**src/rtl/sia_rxq_ex.sv**
```systemverilog
// Serial receive queue: async (baud-timed) or sync (rxc-sampled) deframer feeding
// a small FIFO of raw frames tagged with a framing-error bit, plus overrun tracking.
module sia_rxq_ex #(
  parameter int SHIFT_REG_WIDTH = 12,
  parameter int BAUD_RATE_WIDTH = 32,
  parameter int DEPTH_BITS      = 2,
  parameter int OVR_CNT_BITS    = 8
) (
  input  logic                       clk_i,
  input  logic                       reset_i,
  input  logic [4:0]                 bits_i,
  input  logic [BAUD_RATE_WIDTH-1:0] baud_i,
  input  logic                       sync_i,
  input  logic                       rxd_i,
  input  logic                       rxc_i,
  input  logic                       rxq_pop_i,
  input  logic                       rxq_oe_i,
  input  logic                       rxq_flush_i,
  input  logic [DEPTH_BITS:0]        hwm_i,
  input  logic                       err_clr_i,
  output logic [SHIFT_REG_WIDTH-1:0] rxq_dat_o,
  output logic                       rxq_ferr_o,
  output logic                       rxq_full_o,
  output logic                       rxq_not_empty_o,
  output logic [DEPTH_BITS:0]        rxq_level_o,
  output logic                       rxq_hwm_o,
  output logic                       rxq_ovr_o,
  output logic [OVR_CNT_BITS-1:0]    rxq_ovr_cnt_o
);
  localparam int SRW   = SHIFT_REG_WIDTH;
  localparam int BRW   = BAUD_RATE_WIDTH;
  localparam int DB    = DEPTH_BITS;
  localparam int DEPTH = 1 << DB;
  localparam logic [DB:0]    FULL_LVL = (DB+1)'(DEPTH);
  localparam logic [DB:0]    LVL_ONE  = (DB+1)'(1);
  localparam logic [DB-1:0]  PTR_ONE  = DB'(1);
  localparam logic [BRW-1:0] TMR_ONE  = BRW'(1);
  localparam logic [4:0]     SRW_BITS = 5'(SRW);

  typedef enum logic [1:0] {S_IDLE, S_START, S_DATA, S_PUSH} state_t;

  function automatic logic [OVR_CNT_BITS-1:0] sat_inc(input logic [OVR_CNT_BITS-1:0] v);
    return (&v) ? v : v + OVR_CNT_BITS'(1);
  endfunction

  logic rxd_m_q, rxd_s_q, rxd_p_q, rxc_m_q, rxc_s_q, rxc_p_q;
  logic rxd_fall, rxc_rise, sample_pt, push_req;
  logic [4:0] bits_eff;

  state_t           state_q, state_d;
  logic [BRW-1:0]   timer_q, timer_d;
  logic [4:0]       bitcnt_q, bitcnt_d;
  logic [SRW-1:0]   sreg_q, sreg_d;
  logic             mode_q, mode_d;

  logic [SRW:0]     mem_q [DEPTH];
  logic [DB-1:0]    wr_q, wr_d, rd_q, rd_d;
  logic [DB:0]      level_q, level_d;
  logic [SRW:0]     head_q, head_d, push_word;
  logic             do_push, do_pop, drop, full;
  logic             ovr_q, ovr_d;
  logic [OVR_CNT_BITS-1:0] cnt_q, cnt_d;

  // Line idles high, so the rxd synchroniser resets to 1 to avoid a phantom start edge.
  always_ff @(posedge clk_i) begin
    if (reset_i) begin
      {rxd_m_q, rxd_s_q, rxd_p_q} <= 3'b111;
      {rxc_m_q, rxc_s_q, rxc_p_q} <= 3'b000;
    end else begin
      rxd_m_q <= rxd_i;
      rxd_s_q <= rxd_m_q;
      rxd_p_q <= rxd_s_q;
      rxc_m_q <= rxc_i;
      rxc_s_q <= rxc_m_q;
      rxc_p_q <= rxc_s_q;
    end
  end

  assign rxd_fall  = rxd_p_q & ~rxd_s_q;
  assign rxc_rise  = rxc_s_q & ~rxc_p_q;
  assign bits_eff  = (bits_i > SRW_BITS) ? SRW_BITS : bits_i;
  assign sample_pt = mode_q ? rxc_rise : (timer_q == '0);

  always_comb begin
    state_d  = state_q;
    timer_d  = timer_q;
    bitcnt_d = bitcnt_q;
    sreg_d   = sreg_q;
    mode_d   = mode_q;
    push_req = 1'b0;
    case (state_q)
      S_IDLE: begin
        mode_d = sync_i;
        if (bits_i >= 5'd2) begin
          if (!sync_i && rxd_fall) begin
            timer_d = baud_i >> 1;
            sreg_d  = '1;
            state_d = S_START;
          end else if (sync_i && rxc_rise && !rxd_s_q) begin
            sreg_d   = {1'b0, {(SRW-1){1'b1}}};
            bitcnt_d = bits_eff - 5'd1;
            state_d  = S_DATA;
          end
        end
      end
      S_START: begin
        if (timer_q == '0) begin
          if (rxd_s_q) begin
            state_d = S_IDLE;
          end else begin
            sreg_d   = {1'b0, sreg_q[SRW-1:1]};
            timer_d  = baud_i;
            bitcnt_d = bits_eff - 5'd1;
            state_d  = S_DATA;
          end
        end else begin
          timer_d = timer_q - TMR_ONE;
        end
      end
      S_DATA: begin
        if (sample_pt) begin
          sreg_d   = {rxd_s_q, sreg_q[SRW-1:1]};
          timer_d  = baud_i;
          bitcnt_d = bitcnt_q - 5'd1;
          if (bitcnt_q == 5'd1) state_d = S_PUSH;
        end else if (!mode_q) begin
          timer_d = timer_q - TMR_ONE;
        end
      end
      S_PUSH: begin
        push_req = 1'b1;
        state_d  = S_IDLE;
      end
      default: state_d = S_IDLE;
    endcase
  end

  // Flush empties the queue but still accepts a push landing in the same cycle.
  always_comb begin
    push_word = {~sreg_q[SRW-1], sreg_q};
    full      = (level_q == FULL_LVL);
    do_pop    = rxq_pop_i && (level_q != '0) && !rxq_flush_i;
    do_push   = push_req && (!full || do_pop || rxq_flush_i);
    drop      = push_req && !do_push;
    wr_d      = do_push ? wr_q + PTR_ONE : wr_q;
    rd_d      = rxq_flush_i ? wr_q : (do_pop ? rd_q + PTR_ONE : rd_q);
    level_d   = level_q;
    if (rxq_flush_i)            level_d = do_push ? LVL_ONE : '0;
    else if (do_push && !do_pop) level_d = level_q + LVL_ONE;
    else if (do_pop && !do_push) level_d = level_q - LVL_ONE;
    head_d = head_q;
    if (level_d != '0) head_d = (do_push && rd_d == wr_q) ? push_word : mem_q[rd_d];
    ovr_d = ovr_q;
    cnt_d = cnt_q;
    if (drop) begin
      ovr_d = 1'b1;
      cnt_d = err_clr_i ? OVR_CNT_BITS'(1) : sat_inc(cnt_q);
    end else if (err_clr_i) begin
      ovr_d = 1'b0;
      cnt_d = '0;
    end
  end

  always_ff @(posedge clk_i) begin
    if (reset_i) begin
      state_q  <= S_IDLE;
      timer_q  <= '0;
      bitcnt_q <= '0;
      sreg_q   <= '1;
      mode_q   <= 1'b0;
      wr_q     <= '0;
      rd_q     <= '0;
      level_q  <= '0;
      head_q   <= '0;
      ovr_q    <= 1'b0;
      cnt_q    <= '0;
    end else begin
      state_q  <= state_d;
      timer_q  <= timer_d;
      bitcnt_q <= bitcnt_d;
      sreg_q   <= sreg_d;
      mode_q   <= mode_d;
      wr_q     <= wr_d;
      rd_q     <= rd_d;
      level_q  <= level_d;
      head_q   <= head_d;
      ovr_q    <= ovr_d;
      cnt_q    <= cnt_d;
    end
  end

  always_ff @(posedge clk_i) begin
    if (do_push) mem_q[wr_q] <= push_word;
  end

  assign rxq_dat_o       = rxq_oe_i ? head_q[SRW-1:0] : '0;
  assign rxq_ferr_o      = rxq_oe_i & head_q[SRW];
  assign rxq_full_o      = full;
  assign rxq_not_empty_o = (level_q != '0);
  assign rxq_level_o     = level_q;
  assign rxq_hwm_o       = (hwm_i != '0) && (level_q >= hwm_i);
  assign rxq_ovr_o       = ovr_q;
  assign rxq_ovr_cnt_o   = cnt_q;
endmodule

```
**config.mk**
```make
export PLATFORM = sky130hd
export DESIGN_NAME = sia_rxq_ex
export DESIGN_NICKNAME = d
export VERILOG_FILES = /design/src/rtl/sia_rxq_ex.sv
export SDC_FILE = /design/constraint.sdc
export NUM_CORES = 1
export LEC_CHECK = 0
export BUFFER_PORTS_ARGS = -buffer_cell sky130_fd_sc_hd__clkbuf_2
export CORE_ASPECT_RATIO = 0.6
export CORE_MARGIN = 3
export CORE_UTILIZATION = 35
export DETAILED_ROUTE_END_ITERATION = 7
export GPL_ROUTABILITY_DRIVEN = 0
export MAX_ROUTING_LAYER = met4
export SETUP_SLACK_MARGIN = 0.2
export SYNTH_ARGS = -nofsm -noshare
export SYNTH_HDL_FRONTEND = slang
export SYNTH_SLANG_ARGS = --single-unit
```
**constraint.sdc**
```tcl
create_clock -name clk_i -period 3.7 [get_ports clk_i]
set_clock_uncertainty 0.15 [all_clocks]
set_input_delay 0.555 -clock clk_i [delete_from_list [all_inputs] [get_ports clk_i]]
set_output_delay 0.555 -clock clk_i [all_outputs]
set_load 0.005 [all_outputs]
```
==> impl_metrics.tcl, run 1 <==
set metrics [dict create \
    status "complete, no violations" \
    io_buffers 76 \
    startpoint_type "flop" \
    diodes 0 \
    post-route-period-util_pct 85.3 \
    rsz0062_at_grt "no" \
    cp_num_buf_inv 0 \
    max_slew.worst_pin.slew_ps 832 \
    crit_arrival_ps 3300 \
    grt_pass1_vias 5839 \
    grt-busiest-layer "met1" \
    cp_slowest_cell "o21a_1" \
    postSynthAreaPerCell_um2 9.47 \
    cp_cell_sequence "nor4_2, nand3_1, nor4_4, o21a_1, and3_1, mux2i_1, nor2_1" \
    synth_edf_count 52 \
    timing.reg2reg.worst_path_depth 7 \
    drt-pass1-iter-count 4 \
    setup.worst_path.end_class "flop" \
    async_flop_share_pct 0 \
    met3_usage_pct 4.66 \
    critical_path.top_delay_family "simple AND/OR/NAND/NOR gates" \
    rrSetupSlack_ps 540 \
    leakage_nw 3.37 \
    clock_latency_ps 430 \
    grt_max_degree 45 \
    cp_max_fo 20 \
    numClockSinks 139 \
    synth_top_area_share_pct 23.2 \
    clock_power_share_pct 22.7 \
    synth.area.top_cells "dfxtp_1, edfxtp_1, a21oi_1, nor2_1, ha_1" \
    clockBufferDepth 2 \
    power_density_mw_per_mm2 857 \
    pwr-share-seq_pct 27.4 \
    required_ps 3840 \
    grtUsageTotal_pct 17.5 \
    fmax_ghz 0.317 \
    dieArea_mm2 0.0233 \
    ir_drop_v 0.000432 \
    synth_area_mm2 0.00752 \
    switchingPower_mw 3.34 \
    rows 40 \
    synth_nets 864 \
    h-tree-depth 4 \
    viasPerCell 5.45 \
    grt_overflow 0 \
    met1_usage_pct 26.7 \
    antenna_found_initial 0 \
    root_buffer "clkbuf_16" \
    hold_path_class "in -> reg" \
    totalWireLength_um 19600 \
    via_count 6232 \
    coreArea_mm2 0.0205 \
    synth_area_leader_cell "dfxtp_1" \
    path_clk_slew_ps 70 \
    synth.most_common_cell "dfxtp_1" \
    yosys_warnings 0 \
    syn-instance-count 794 \
    max_cap_viol_count 0 \
    wl_per_cell_um 17.2 \
    fp.dieW_um 195 \
    slowest_delay_ps 700 \
    min_period_ps 3160 \
    drc 0 \
    p_comb_share_pct 49.9 \
    hold_viol 0 \
    r2r-start "timer_q[20]" \
    hpwl_um 13200 \
    ant_nets 0 \
    r2r_end "state_q[1]" \
    floorplan.initialDensity_pct 36.6 \
    synth_flop_cell "dfxtp_1" \
    min_to "rxc_m_q" \
    grt_util_met2_pct 22.6 \
    slew_viol_final 0 \
    tns_ps 0 \
    cts_buffers 17 \
    synthTopCellsByCount "dfxtp_1, nor2_1, a21oi_1" \
    ioPinCount 77 \
    synthToLayoutAreaGrowth_pct 16.8 \
    path_class "reg -> reg" \
    cts_tree "built" \
    setup_viol 0 \
    ys_seq_area_share_pct 43.9 \
    drive_above_1_share_pct 18.6 \
    drt_iter0_markers 584 \
    synth_cell_types 68 \
    max_slew_margin_pct 44.5 \
    yosys_register_bits 139 \
    grt_pass1_wl_um 32000 \
    p_sw_share_pct 44.4 \
    die_y_um 120 \
    nNetsFinal 927 \
    min_from "rxc_i" \
    whs_path_depth 2 \
    internal_power_mw 4.18 \
    final_util_pct 42.8 \
]
cells by family (layout without fill, tap and decap cells):
group                    count (synthesis)  after routing  synth area share (%)
AO/OA/AOI/OAI                          197            197                  18.7
XOR/XNOR                                30             30                  3.68
adder cells (fa/ha/maj)                 22             22                  3.63
buffers and inverters                   90            165                  4.79
flip-flops                             139            139                  43.9
multiplexers                            37             37                  5.16
AND/OR/NAND/NOR                        279            280                  20.2
cells in the final DEF (no fill, tap or decap), drive strengths merged, types with 13 or more instances in the layout:
master / instances
buf: 19
mux2i: 23
and2: 23
a21oi: 59
nor2: 79
o21ai: 20
nand2: 48
ha: 21
clkbuf: 94
dfxtp: 87
a31oi: 13
mux2: 14
xor2: 15
inv: 46
nor3: 34
a221oi: 26
nand4: 13
o211ai: 17
nand3: 19
edfxtp: 52
xnor2: 14
timing repair:
action / 4_1_cts / 5_1_grt
setup endpoints to repair: 0 / 12
hold buffers: 0 / 0
endpoints found under the hold margin: 0 / 0
buffers inserted: 0 / 0
resized for setup: 0 / 1
registers in the layout (all words and copies together), names as in the netlist:
| name | cells |
|---|---|
| mem_q | 52 |
| timer_q | 32 |
| head_q | 13 |
| sreg_q | 12 |
| rxq_ovr_cnt_o | 8 |
| bitcnt_q | 5 |
| rxq_level_o | 3 |
| rd_q | 2 |
| state_q | 2 |
| wr_q | 2 |
| mode_q | 1 |
| rxc_m_q | 1 |
| rxc_p_q | 1 |
| rxc_s_q | 1 |
| rxd_m_q | 1 |
| rxd_p_q | 1 |
| rxd_s_q | 1 |
| rxq_ovr_o | 1 |
metrics by stage:
stage | cells | power, mW | instance area [um2] | hold WS (ps) | setup slack [ps]
after floorplan | 794 | 4.84 | 7520 | 239 | 996
after global placement | 1110 | 5.73 | 8170 | 245 | 551
after detailed placement | 1110 | 5.73 | 8170 | 254 | 400
after CTS | 1142 | 7.47 | 8760 | 168 | 390
after global routing | 1143 | 8.08 | 8780 | 174 | 275
final | 1143 | 7.52 | 8780 | 182 | 545
layer usage:
| layer | wire length, um | part of all wire [%] | vias to the layer above |
|---|---|---|---|
| met5 | 0 | 0 | - |
| met4 | 159 | 0.81 | 0 |
| met3 | 1110 | 5.6 | 17 |
| met2 | 7660 | 39 | 178 |
| met1 | 10700 | 54 | 2960 |
| li1 | - | - | 3077 |
cell type report:
class                      count  area (um2)
fill                        2013       11700
clock buffer                  18         439
sequential                   139        3300
clock inverter                14         153
tap                          273         342
inverter                      38         143
timing repair buffer          95         523
multi-input combinational    566        3880
power groups by stage:
stage | Clock [mW] | Sequential [mW] | Combinational, mW
floorplan | 0 | 2.01 | 2.82
global placement | 0 | 2.08 | 3.65
detailed placement | 0 | 2.09 | 3.64
CTS | 1.75 | 2.06 | 3.67
global route | 1.82 | 2.10 | 4.17
finish | 1.71 | 2.06 | 3.75
how the worst max path moves through the flow:
stage	depth (start not counted)	from	slack (ps)	end
3_5_place_dp	6	timer_q[20]	400	sreg_q[7]
4_1_cts	6	timer_q[20]	390	sreg_q[7]
3_3_place_gp	6	timer_q[20]	550	sreg_q[7]
6_report	7	timer_q[20]	540	state_q[1]
2_1_floorplan	10	rxq_level_o[0]	1000	head_q[2]
5_1_grt	7	timer_q[20]	280	state_q[1]
Power figures use the tool's default switching activity.
==> run 2, diff against run 1 <==
Settings changed: SLEW_MARGIN set to 0.
Clock period 3.7 ns to 3.9 ns, I/O delays scaled along.
==> run 2 against run 1 <==
Count of clock-buffer cells in the layout unchanged. Clock power hardly changed. Sequential cell count stayed put. Combinational power shrank 6.1%. Core utilization fell by 0.10 points. Sequential share of layout area increased by 0.091 points. Cell count fell by 0.44%. Sequential power shrank 5%. Non-clock buffer count is 3 lower. Global-route usage about the same. Register-to-register slack better by 230 ps. Power fell by 4.3%. Largest power group unchanged.
==> impl_metrics.tcl, run 2 (synthesis results as in run 1) <==
set metrics [dict create \
    hold_path_class "in -> reg" \
    nNetsFinal 923 \
    post-route-period-util_pct 80.1 \
    drc 0 \
    max_slew_margin_pct 25.1 \
    final_cell_area_mm2 0.00876 \
    numClockSinks 139 \
    largest_reg_flops 52 \
    leakage_nw 3.36 \
    grtUsageTotal_pct 17.6 \
    setup.worst_path.end_class "flop" \
    ioPinCount 77 \
    totalWireLength_um 19600 \
    path_clk_slew_ps 70 \
    ir_drop_v 0.000368 \
    status "complete, no violations" \
    drive_above_1_share_pct 17.8 \
    timing.reg2reg.worst_path_depth 6 \
    coreArea_mm2 0.0205 \
    drt-pass1-iter-count 5 \
    io_buffers 76 \
    grt_pass1_vias 5934 \
    hold_viol 0 \
    final.setup.worst_slack_ps 778 \
    synthToLayoutAreaGrowth_pct 16.5 \
    clockBufferDepth 2 \
    viasPerCell 5.46 \
    cts_hold_buf 0 \
    max_cap_viol_count 0 \
    crit_arrival_ps 3230 \
    regMostFlops "mem_q" \
    min_period_ps 3120 \
    final_cell_mix "dfxtp_1, nor2_1, clkbuf_2" \
    cts_buffers 17 \
    grt_pass1_wl_um 32300 \
    setup_viol 0 \
    r2r_end "sreg_q[2]" \
    drt_iter0_markers 518 \
    clock_latency_ps 430 \
    cts_setup_buffers 0 \
    grt_max_degree 54 \
    h-tree-depth 4 \
    slew_viol_final 0 \
    antenna_found_initial 0 \
    min_to "rxd_m_q" \
    grt_overflow 0 \
    mostFrequentLayoutCell "dfxtp_1" \
    min_from "rxd_i" \
    tns_ps 0 \
    cts_tree "built" \
    reg.largest.list "mem_q x52, timer_q x32, head_q x13" \
    dpl_cell_area_mm2 0.00814 \
    r2r-start "timer_q[20]" \
    required_ps 4010 \
    path_class "reg -> reg" \
    via_count 6217 \
    startpoint_type "flop" \
    hpwl_um 13200 \
    floorplan.initialDensity_pct 36.6 \
    cts_resized 0 \
    power_density_mw_per_mm2 822 \
    rsz0062_at_grt "no" \
    rrSetupSlack_ps 780 \
    dieArea_mm2 0.0233 \
    startpoint "timer_q[20]" \
    whs_path_depth 2 \
    diodes 0 \
    fmax_ghz 0.320 \
    rows 40 \
    die_y_um 120 \
    wl_per_cell_um 17.3 \
    cp_max_fo 24 \
    fp.dieW_um 195 \
    dp_slack_ps 832 \
    ant_nets 0 \
    max_slew.worst_pin.slew_ps 1120 \
    root_buffer "clkbuf_16" \
]
==> run 2: per-stage QoR <==
stage	utilization [%]	instances	hold WS [ps]	power, mW
final	42.7	1138	196	7.20
after global routing	42.7	1138	182	7.73
after CTS	42.7	1138	180	7.18
after detailed placement	39.7	1107	293	5.44
after global placement	39.7	1107	298	5.43
after floorplan	-	794	239	4.59
==> run 2: area by class of cell <==
| type | count | area [um2] |
|---|---|---|
| fill | 2038 | 11800 |
| multi-input combinational | 565 | 3850 |
| sequential | 139 | 3300 |
| timing repair buffer | 92 | 500 |
| clock buffer | 18 | 429 |
| tap | 273 | 342 |
| clock inverter | 13 | 188 |
| inverter | 38 | 143 |
==> run 2: critical path: stages (launching register included) <==
cell and delay, ps:
dfxtp_1 360, nor4_2 480, nand3_1 280, nor4_4 380, o21ai_2 130, nor4b_4 970, a31oi_1 190
==> run 2: report_power, final <==
part	switching (mW)	total (mW)	internal, mW
Combinational	2.22	3.52	1.30
Sequential	0.232	1.96	1.72
Clock	0.649	1.72	1.07
==> run 2: worst max-delay path by stage <==
stage / end / slack [ps]
after floorplan: head_q[2] / 1200
after global placement: timer_q[8] / 890
after detailed placement: sreg_q[2] / 830
after CTS: sreg_q[2] / 820
after global routing: sreg_q[4] / 430
final: sreg_q[2] / 780
==> run 2: layer usage <==
metal  wire length [um]  GRT usage (%)
met1              10600           26.9
met2               7680           22.8
met3               1210           4.10
met4                190           4.63
met5                  0              -
